<file path="src/rtl/pwm_pkg.sv">
// Shared types and constants for the multi-channel PWM bank.
package pwm_pkg;

  typedef enum logic {
    MODE_EDGE   = 1'b0,
    MODE_CENTER = 1'b1
  } mode_t;

  typedef enum logic {
    UP   = 1'b0,
    DOWN = 1'b1
  } dir_t;

  localparam int unsigned ADDR_TOP   = 0;
  localparam int unsigned ADDR_MODE  = 1;
  localparam int unsigned ADDR_DUTY0 = 2;

  // Widest supported WIDTH; users truncate to their own width.
  localparam logic [15:0] TOP_RST  = 16'hFFFF;
  localparam logic [15:0] DUTY_RST = 16'h0000;

endpackage

</file>
<file path="src/rtl/pwm_channel.sv">
// One PWM channel: double-buffered duty, compare against the shared counter, polarity.
module pwm_channel
  import pwm_pkg::*;
#(
  parameter int unsigned WIDTH = 8
) (
  input  logic             clk,
  input  logic             reset,
  input  logic             en,
  input  logic             we,
  input  logic [WIDTH-1:0] wdata,
  input  logic             load,
  input  logic [WIDTH-1:0] cnt,
  input  logic             pol,
  output logic             pwm_out
);

  logic [WIDTH-1:0] duty_s;
  logic [WIDTH-1:0] duty_a;

  always_ff @(posedge clk or posedge reset) begin
    if (reset) begin
      duty_s  <= WIDTH'(DUTY_RST);
      duty_a  <= WIDTH'(DUTY_RST);
      pwm_out <= 1'b0;
    end else begin
      if (we)   duty_s <= wdata;
      // Load uses the pre-write staging value when both land on the same edge.
      if (load) duty_a <= duty_s;
      if (en)   pwm_out <= (cnt < duty_a) ^ pol;
    end
  end

endmodule

</file>
<file path="src/rtl/pwm_bank.sv">
// Multi-channel PWM: shared prescaler and edge/center counter, shadowed TOP/mode, N channels.
module pwm_bank
  import pwm_pkg::*;
#(
  parameter  int unsigned CHANNELS   = 4,
  parameter  int unsigned WIDTH      = 8,
  parameter  int unsigned PRESCALE_W = 8,
  localparam int unsigned AW         = $clog2(CHANNELS + 2)
) (
  input  logic                  clk,
  input  logic                  reset,
  input  logic                  en,
  input  logic [PRESCALE_W-1:0] prescale,
  input  logic [CHANNELS-1:0]   pol,
  input  logic                  cfg_we,
  input  logic [AW-1:0]         cfg_addr,
  input  logic [WIDTH-1:0]      cfg_wdata,
  output logic [CHANNELS-1:0]   pwm_out,
  output logic                  period_strobe
);

  logic [PRESCALE_W-1:0] psc;
  logic                  tick;
  logic                  load;
  logic [WIDTH-1:0]      cnt, cnt_nxt;
  dir_t                  dir, dir_nxt;
  logic [WIDTH-1:0]      top_s, top_a;
  mode_t                 mode_s, mode_a;

  // >= keeps ticking sane if prescale is lowered below the running count.
  assign tick = en && (psc >= prescale);
  assign load = tick && (cnt_nxt == '0);

  always_comb begin
    cnt_nxt = '0;
    dir_nxt = UP;
    if (mode_a == MODE_EDGE) begin
      if (cnt < top_a) cnt_nxt = cnt + 1'b1;
    end else if (dir == UP) begin
      if (cnt < top_a) begin
        cnt_nxt = cnt + 1'b1;
      end else if (top_a > WIDTH'(1)) begin
        cnt_nxt = top_a - 1'b1;
        dir_nxt = DOWN;
      end
    end else begin
      cnt_nxt = cnt - 1'b1;
      dir_nxt = (cnt > WIDTH'(1)) ? DOWN : UP;
    end
  end

  always_ff @(posedge clk or posedge reset) begin
    if (reset) begin
      psc           <= '0;
      cnt           <= '0;
      dir           <= UP;
      period_strobe <= 1'b0;
    end else begin
      period_strobe <= load;
      if (en)   psc <= tick ? '0 : psc + 1'b1;
      if (tick) begin
        cnt <= cnt_nxt;
        dir <= dir_nxt;
      end
    end
  end

  always_ff @(posedge clk or posedge reset) begin
    if (reset) begin
      top_s  <= WIDTH'(TOP_RST);
      top_a  <= WIDTH'(TOP_RST);
      mode_s <= MODE_EDGE;
      mode_a <= MODE_EDGE;
    end else begin
      if (cfg_we && cfg_addr == AW'(ADDR_TOP))  top_s  <= cfg_wdata;
      if (cfg_we && cfg_addr == AW'(ADDR_MODE)) mode_s <= mode_t'(cfg_wdata[0]);
      if (load) begin
        top_a  <= top_s;
        mode_a <= mode_s;
      end
    end
  end

  for (genvar g = 0; g < CHANNELS; g++) begin : g_ch
    pwm_channel #(
      .WIDTH(WIDTH)
    ) u_ch (
      .clk    (clk),
      .reset  (reset),
      .en     (en),
      .we     (cfg_we && (cfg_addr == AW'(ADDR_DUTY0 + g))),
      .wdata  (cfg_wdata),
      .load   (load),
      .cnt    (cnt),
      .pol    (pol[g]),
      .pwm_out(pwm_out[g])
    );
  end

endmodule

</file>
<file path="config.mk">
export PLATFORM = sky130hd
export DESIGN_NAME = pwm_bank
export DESIGN_NICKNAME = d
export VERILOG_FILES = /design/src/rtl/pwm_pkg.sv /design/src/rtl/pwm_channel.sv /design/src/rtl/pwm_bank.sv
export SDC_FILE = /design/constraint.sdc
export NUM_CORES = 1
export LEC_CHECK = 0
export BUFFER_PORTS_ARGS = -buffer_cell sky130_fd_sc_hd__buf_2
export CAP_MARGIN = 25
export CORE_AREA = 2 2 120 152
export DETAILED_ROUTE_END_ITERATION = 12
export DIE_AREA = 0 0 122 154
export HOLD_SLACK_MARGIN = 0.1
export PLACE_DENSITY = 0.46
export SETUP_SLACK_MARGIN = 0.5
export SLEW_MARGIN = 20
export SYNTH_ARGS = -nofsm -noshare
export SYNTH_HDL_FRONTEND = slang
export SYNTH_SLANG_ARGS = --single-unit
</file>
<file path="constraint.sdc">
create_clock -name clk -period 9.6 [get_ports clk]
set_input_delay 1.92 -clock clk [delete_from_list [all_inputs] [get_ports clk]]
set_output_delay 1.92 -clock clk [all_outputs]
set_load 0.05 [all_outputs]
</file>
# Yosys cells after proc, flatten, opt, wreduce, memory -nomap -nowiden
# Index checks and enable logic that the tools add are counted.
op_classes:
  n_addsub: 4
  multipliers: 0
  div_mod_pow: 0
  order_cmp: 8
  eq_ne: 5
  shifts: 0
  n_mux: 11
  bitwise_logic: 4
  reduce_logical: 10
op_table:
  columns: ["cell", "count"]
  rows:
  - ["2-to-1 mux 8 bit", 6]
  - ["less-than comparator 8 bit", 5]
  - ["adder 8 x 1 -> 8 bit (second input constant)", 2]
  - ["> comparator 8 x 1 -> 1 bit (second input constant)", 2]
  - ["subtractor 8 x 1 -> 8 bit (second input constant)", 2]
  - ["greater-or-equal comparator 8 bit", 1]
  - ["logical AND 1 bit", 8]
  - ["zero test 8 bit", 1]
  - ["equality test 3 x 2 -> 1 bit (second input constant)", 2]
  - ["equality test 3 bit (second input constant)", 2]
  - ["2-to-1 mux 1 bit", 5]
  - ["bitwise XOR 1 bit", 4]
  - ["equality test 3 x 1 -> 1 bit (second input constant)", 1]
  - ["zero test 3 bit", 1]
totals:
  register_bits: 104
  latchBits: 0
  mem_bits_rw: 0
  mem_bits_ro: 0
  elab_cells: 62
  n_memories: 0

# Depth between registers and ports, before layout
# Gate-level depths: netlist of run 1.
logic_depth:
  word_depth: 7
  depth_mapped: 12
  depth_no_buf: 10

# Modules after synthesis
# Synthesis of run 1 repeated with hierarchy kept, for this count alone.
unflattened:
  hier_cells: 571
  area_unflattened_um2: 5913.2
by_module_without_submodules:
  columns: ["mod", "instances", "cells_each", "area_each_um2", "seq_area_each_um2"]
  rows:
  - ["pwm_channel", 4, 74, 810.8, 425.4]
  - ["pwm_bank", 1, 275, 2670.1, 920.9]

# Worst setup path after synthesis of run 1
# Ideal clock, no wire load.
synth_path:
  path_type: "input to register"
  from: "in prescale[2]"
  to: "reg g_ch[3].u_ch.duty_a[0]"
  t_arrival_ps: 3868
  t_required_ps: 9472
  setup_slack_ps: 5604
  path_stages: 12
  path_buffers: 2
  cell_sequence: "inv_1 > ha_1 > nand2_1 > o21ai_0 > a21oi_1 > o21ai_0 > and3_1 > clkbuf_1 > o211ai_1 > nand4b_4 > buf_6 > mux2_1"
synth_between:
  elab_chain_cells: 3
synth_lines:
  columns: ["item", "line_no", "rtl"]
  rows:
  - ["from (decl)", "pwm_bank.sv:13", "input logic [PRESCALE_W-1:0] prescale,"]
  - ["greater-or-equal comparator 8 bit", "pwm_bank.sv:31", "assign tick = en && (psc >= prescale);"]
  - ["logical AND 1 bit", "pwm_bank.sv:31", null]
  - ["logical AND 1 bit", "pwm_bank.sv:32", "assign load = tick && (cnt_nxt == '0);"]
  - ["to (signal assigned)", "pwm_channel.sv:24", "duty_a <= WIDTH'(DUTY_RST);"]
  - ["to (signal assigned)", "pwm_channel.sv:29", "if (load) duty_a <= duty_s;"]
  - ["to (decl)", "pwm_channel.sv:19", "logic [WIDTH-1:0] duty_a;"]
# No other way between the ends.
# A chain may end at the register's enable or synchronous reset.

# Final worst setup path of run 1
# Same ends and word-level chain as after synthesis.

==> out/metrics.yaml, run 1 <==
final_cell_mix: "88 x dfrtp_1, 56 x inv_1, 49 x ha_1"
path_clk_slew_ns: 0.07
ir_worst_vdd_uv: 111
grt_util_all_layers_pct: 14.3
place_hpwl_um: 9280
synth-seq-cells: 104
core_area_um2: 17200
drc: 0
grt_max_degree: 80
period_needed_ns: 4.61
cts_hold_buf: 0
yosysUniqueCellTypes: 58
ant_nets: 0
initial_core_util_pct: 34.7
dp_slack_ns: 4.60
hold_path_depth: 1
rr_endpoint: "g_ch[3].u_ch.duty_a[0]$_DFFE_PP0P_"
drt_iter0_markers: 139
vias_per_cell: 4.97
port_buffers: 31
fin_setup_tns_ns: 0
clk_latency_ns: 0.35
worst_pin_slew_ns: 0.868
cp.required_ns: 9.82
syn_to_final_growth_pct: 11.0
routed_wl_um: 12700
synth_nets: 608
dieArea_um2: 18800
grt_pass1_wl_um: 20900
reg2reg_from: "cnt[2]$_DFFE_PP0N_"
overflow: 0
p_leak_nw: 3.06
setup_viol: 0
dieHeight_um: 154
r2r_slack_ns: 5.49
final_common_cell: "dfrtp_1"
final-max-slew-violation-count: 0
globalplace.congestion: 0.860
slew_headroom_pct: 41.9
cts_tree: "built"
worstSetupStartpointType: "input port"
num_vias: 3903
cp.arrival_ns: 4.83
grt_setup_unrepaired: "false"
cts.htree.levels: 3
period_share_pct: 48.0
synthCells: 532
synth_area_per_cell_um2: 11.3
p_per_area_nw_per_um2: 275
nFillCells: 1703
worstRegToRegCells: 11
ys.flop_type: "dfrtp_1"
post_cts_buffers: 0
synth_area_um2: 5990
hold_end: "g_ch[3].u_ch.duty_a[5]$_DFFE_PP0P_"
yosysSeqAreaShare_pct: 43.8
finalHoldViolCount: 0
crit_type: "input port to register"
diodes: 0
final_cells: 786
dr.pass1.iters: 4
cts_inserted_buffers: 9
rows: 54
synth_edf_count: 0
max-cap-violations: 0
min_path_type: "register to register"
grt_pass1_vias: 3931
antenna_found_initial: 0
dp_cells: 770
hp-start: "g_ch[3].u_ch.duty_s[5]$_DFFE_PP0P_"
worst-path-max-fanout: 24
root_buffer: "clkbuf_16"
status: "completed"
clock-sinks: 104
ctsResizeCount: 0
nNetsFinal: 633
yosysWarnings: 0
die_x_um: 122
async_flop_share_pct: 100
pin_count: 32
wire_per_inst_um: 16.2
clock_path_buffers: 2
clock.fmax_mhz: 217
finClkSkew_ns: 0.0108
fin_ws_ns: 4.99
endpoint_kind: "register"
layout-drive-gt1-share_pct: 27.0
utilization_pct: 38.5
cell usage after synthesis, types with 3 or more instances:
library cell | n | area (um^2)
a31oi_1 | 13 | 81.3
a21oi_1 | 21 | 105
mux2_2 | 43 | 484
nand3_1 | 10 | 50.1
nor3_1 | 3 | 15.0
nor2_1 | 24 | 90.1
o21ai_0 | 19 | 95.1
nand2_1 | 25 | 93.8
o22ai_1 | 3 | 18.8
dfrtp_1 | 88 | 2200
a211oi_1 | 8 | 60.1
nor2b_1 | 4 | 25.0
xnor2_1 | 14 | 123
clkbuf_1 | 11 | 41.3
inv_1 | 57 | 214
ha_1 | 49 | 613
buf_6 | 4 | 45.0
buf_2 | 3 | 15.0
dfstp_2 | 16 | 420
a21o_1 | 12 | 90.1
nand4_1 | 6 | 37.5
and3_1 | 5 | 31.3
mux2_4 | 35 | 526
nand2b_1 | 8 | 50.1
o21bai_1 | 4 | 30.0
mux2_1 | 4 | 45.0
buf_4 | 4 | 30.0
per-stage QoR:
stage	cell area, um^2	hold slack (ns)	total power, mW
3_5_place_dp	6340	0.473	1.48
5_1_grt	6640	0.509	1.98
6_report	6640	0.490	1.83
4_1_cts	6640	0.490	1.86
3_3_place_gp	6320	0.463	1.45
2_1_floorplan	5990	0.452	1.28
final cells by class:
type / count / area [um^2] / share of cell area, %
Tap cell: 224 / 280 / 4.22
Inverter: 57 / 216 / 3.26
Sequential cell: 104 / 2620 / 39.5
Clock inverter: 6 / 66.3 / 0.998
Clock buffer: 10 / 229 / 3.45
Multi-Input combinational cell: 349 / 3020 / 45.4
Timing Repair Buffer: 36 / 209 / 3.15
per-layer routing:
metal	track usage, %	vias to the layer above	wire [um]
li1	-	1921	-
met1	18.1	1897	5770
met2	23.5	60	6180
met3	2.04	25	264
met4	7.72	0	524
met5	0	-	0
critical path, stage by stage:
cell,delay (ns)
buf_2,0.07
inv_1,0.03
ha_1,0.28
nand2_1,0.04
o21ai_0,0.14
a21oi_1,0.09
o21ai_0,0.20
and3_1,0.57
o211ai_1,0.21
nand4b_4,0.55
buf_12,0.37
mux2_1,0.33
power breakdown:
part	switching, mW	internal (mW)	leakage, nW
combinational	0.387	0.358	1.64
clock	0.165	0.203	0.137
sequential	0.149	0.565	1.28
how the worst max path moves through the flow:
stage	startpoint	to	slack (ns)
floorplan	reset	cnt[0]$_DFFE_PP0N_	4.97
detailed placement	prescale[2]	g_ch[3].u_ch.duty_a[0]$_DFFE_PP0P_	4.60
CTS	prescale[2]	g_ch[3].u_ch.duty_a[0]$_DFFE_PP0P_	4.96
finish	prescale[2]	g_ch[3].u_ch.duty_a[0]$_DFFE_PP0P_	4.99
global route	prescale[2]	g_ch[1].u_ch.duty_a[0]$_DFFE_PP0P_	4.74
global placement	prescale[2]	g_ch[1].u_ch.duty_a[0]$_DFFE_PP0P_	4.29
kinds of logic (layout without fill, tap and decap cells):
family                     count (synthesis)  in the layout  share of synthesized area [%]
DFF                                      104            104                           43.8
and+or+nand+nor                          103            103                           9.13
AOI/OAI and AO/OA                         98             98                           10.9
muxes                                     84             84                           18.0
buffers and inverters                     79            109                           5.77
adders and majority gates                 49             49                           10.2
xor gates and xnor gates                  15             15                           2.19
registers in the layout, summed over array words and instances (netlist names), 4 cells and up:
register           cells
g_ch.u_ch.duty_s      32
psc                    8
g_ch.u_ch.duty_a      32
g_ch.u_ch.pwm_out      4
top_s                  8
cnt                    8
top_a                  8
Power figures use the tool's default switching activity.
==> inputs of run 2 (changes only) <==
--- a/config.mk
+++ b/config.mk
@@ -5,13 +5,14 @@
 export SDC_FILE = /design/constraint.sdc
 export NUM_CORES = 1
 export LEC_CHECK = 0
+export ABC_AREA = 1
 export BUFFER_PORTS_ARGS = -buffer_cell sky130_fd_sc_hd__buf_2
 export CAP_MARGIN = 25
-export CORE_AREA = 2 2 120 152
+export CORE_AREA = 2 2 121 152
 export DETAILED_ROUTE_END_ITERATION = 12
-export DIE_AREA = 0 0 122 154
+export DIE_AREA = 0 0 123 154
 export HOLD_SLACK_MARGIN = 0.1
-export PLACE_DENSITY = 0.46
+export PLACE_DENSITY = 0.48
 export SETUP_SLACK_MARGIN = 0.5
 export SLEW_MARGIN = 20
 export SYNTH_ARGS = -nofsm -noshare
==> constraint.sdc (replaced) <==
create_clock -name clk -period 3.85 [get_ports clk]
set_input_delay 0.77 -clock clk [delete_from_list [all_inputs] [get_ports clk]]
set_output_delay 0.77 -clock clk [all_outputs]
set_load 0.05 [all_outputs]
==> out/metrics.yaml, run 2 <==
status: "completed"
synth_area_leaders: "dfrtp_1 37%, nand2_1 13%, ha_1 10%"
dr.pass1.iters: 4
grt_pass1_vias: 4679
yosysWarnings: 0
dp_slack_ns: 0.943
finalHoldViolCount: 0
largestRegisters: "g_ch.u_ch.duty_a x32, g_ch.u_ch.duty_s x32"
final_cell_mix: "208 x nand2_1, 88 x dfrtp_1, 81 x inv_1"
root_buffer: "clkbuf_16"
diodes: 0
place_hpwl_um: 10600
drt_iter0_markers: 263
final_common_cell: "nand2_1"
crit_type: "register to register"
worstSetupStartpointType: "register"
holdWs_ns: 0.465
cts.htree.levels: 3
drc: 0
clock.fmax_mhz: 344
path_clk_slew_ns: 0.07
antenna_found_initial: 0
worstRegToRegCells: 14
ys.flop_type: "dfrtp_1"
yosysUniqueCellTypes: 38
rows: 54
globalplace.congestion: 0.826
max-cap-violations: 0
slew_headroom_pct: 57.1
dieArea_um2: 18900
synthTopCellsByCount: "208 x nand2_1, 88 x dfrtp_1, 82 x inv_1, 59 x o21ai_0, 52 x nand4_1"
die_x_um: 123
dieHeight_um: 154
nNetsFinal: 828
cp_common_cell: "nand2_1"
clock-sinks: 104
yosysSeqAreaShare_pct: 43.6
port_buffers: 31
synth_area_um2: 6010
period_needed_ns: 2.91
slowest_delay_ns: 0.68
synth.most_common_cell: "nand2_1"
cts_tree: "built"
routed_wl_um: 14400
grt_max_degree: 59
syn_to_final_growth_pct: 10.7
synth_area_per_cell_um2: 8.21
ant_nets: 0
p_per_area_nw_per_um2: 801
core_area_um2: 17400
pin_count: 32
r2r_slack_ns: 0.94
cp.required_ns: 4.12
worst-path-max-fanout: 41
period_share_pct: 75.6
initial_core_util_pct: 34.5
vias_per_cell: 4.82
num_vias: 4729
yosys.area.top_type: "dfrtp_1"
async_flop_share_pct: 100
setup_viol: 0
wire_per_inst_um: 14.6
post_cts_buffers: 0
grt_util_all_layers_pct: 16.2
synthCells: 732
worst_pin_slew_ns: 0.641
reg2reg_from: "cnt[7]$_DFFE_PP0N_"
min_path_type: "register to register"
layout-drive-gt1-share_pct: 12.9
synth-seq-cells: 104
clk_latency_ns: 0.34
grt_setup_unrepaired: "false"
clock_path_buffers: 2
synth_nets: 808
synth_edf_count: 0
ir_worst_vdd_uv: 923
fin_ws_ns: 0.941
grt_pass1_wl_um: 24100
ctsResizeCount: 0
power_mw: 5.33
cp.arrival_ns: 3.18
setup.worst_path.start: "cnt[7]$_DFFE_PP0N_"
endpoint_kind: "register"
crit_path_end: "g_ch[3].u_ch.duty_a[3]$_DFFE_PP0P_"
overflow: 0
finClkSkew_ns: 0.0113
worstPathCellList: "ha_1, nand2_1, inv_1, nor2_1, o21a_2, nand2_8, nand3_1, nand3_1, nand2_1, nand2_1, nor2_4, buf_4, nand4_1, nand2_1"
fin_setup_tns_ns: 0
cts_inserted_buffers: 9
cts_hold_buf: 0
utilization_pct: 38.2
nFillCells: 1844
rr_endpoint: "g_ch[3].u_ch.duty_a[3]$_DFFE_PP0P_"
synth_top_area_share_pct: 36.6
p_leak_nw: 3.38
final-max-slew-violation-count: 0
worst_path_max_delay_cell: "dfrtp_1"
==> run 2: worst max-delay path: cells and delay by family, from the launching register on <==
family | cells | cell delay, ns
simple gates | 10 | 1.07
fa+ha+maj | 1 | 0.34
compound gates | 1 | 0.28
flops | 1 | 0.68
buf+inv | 2 | 0.45
==> run 2: layout make-up <==
| class | count | area (um^2) | share of cell area [%] |
|---|---|---|---|
| Multi-Input combinational cell | 506 | 2850 | 42.9 |
| Sequential cell | 104 | 2620 | 39.4 |
| Inverter | 90 | 344 | 5.17 |
| Tap cell | 224 | 280 | 4.21 |
| Timing Repair Buffer | 41 | 263 | 3.95 |
| Clock buffer | 9 | 225 | 3.38 |
| Clock inverter | 7 | 67.6 | 1.02 |
==> run 2: worst min path at each step <==
stage | start | endpoint | cells past startpoint | slack, ns
finish | top_a[1]$_DFFE_PP1P_ | top_a[1]$_DFFE_PP1P_ | 2 | 0.47
global route | g_ch[0].u_ch.duty_a[0]$_DFFE_PP0P_ | g_ch[0].u_ch.duty_a[0]$_DFFE_PP0P_ | 2 | 0.48
CTS | top_a[1]$_DFFE_PP1P_ | top_a[1]$_DFFE_PP1P_ | 2 | 0.47
detailed placement | g_ch[0].u_ch.duty_a[0]$_DFFE_PP0P_ | g_ch[0].u_ch.duty_a[0]$_DFFE_PP0P_ | 2 | 0.46
global placement | g_ch[0].u_ch.duty_a[0]$_DFFE_PP0P_ | g_ch[0].u_ch.duty_a[0]$_DFFE_PP0P_ | 2 | 0.45
floorplan | g_ch[0].u_ch.duty_a[0]$_DFFE_PP0P_ | g_ch[0].u_ch.duty_a[0]$_DFFE_PP0P_ | 2 | 0.44
==> run 2: logic make-up after synthesis <==
| kind of cell | Yosys count | synth area share (%) |
|---|---|---|
| DFF | 104 | 43.6 |
| adders and majority gates | 49 | 10.2 |
| AOI/OAI and AO/OA | 106 | 9.56 |
| buffers and inverters | 122 | 8.89 |
| xor gates and xnor gates | 14 | 2.04 |
| and+or+nand+nor | 337 | 25.7 |
==> run 2: power by group <==
part | total (mW) | internal, mW | switching (mW)
combinational | 2.79 | 0.869 | 1.92
clock | 0.884 | 0.454 | 0.430
sequential | 1.66 | 1.40 | 0.261
total | 5.33 | 2.72 | 2.61
==> run 2: per-layer routing <==
layer / part of all wire (%) / vias up / GRT usage (%)
li1: - / 2450 / -
met1: 47 / 2203 / 21.8
met3: 3.1 / 11 / 2.30
met5: 0 / - / 0
met2: 49 / 65 / 26.8
met4: 1.0 / 0 / 5.36
==> run 2: metrics by stage <==
stage          std cells  area, um^2
2_1_floorplan        732        6010
3_3_place_gp         964        6330
3_5_place_dp         965        6360
4_1_cts              981        6660
5_1_grt              981        6660
6_report             981        6660
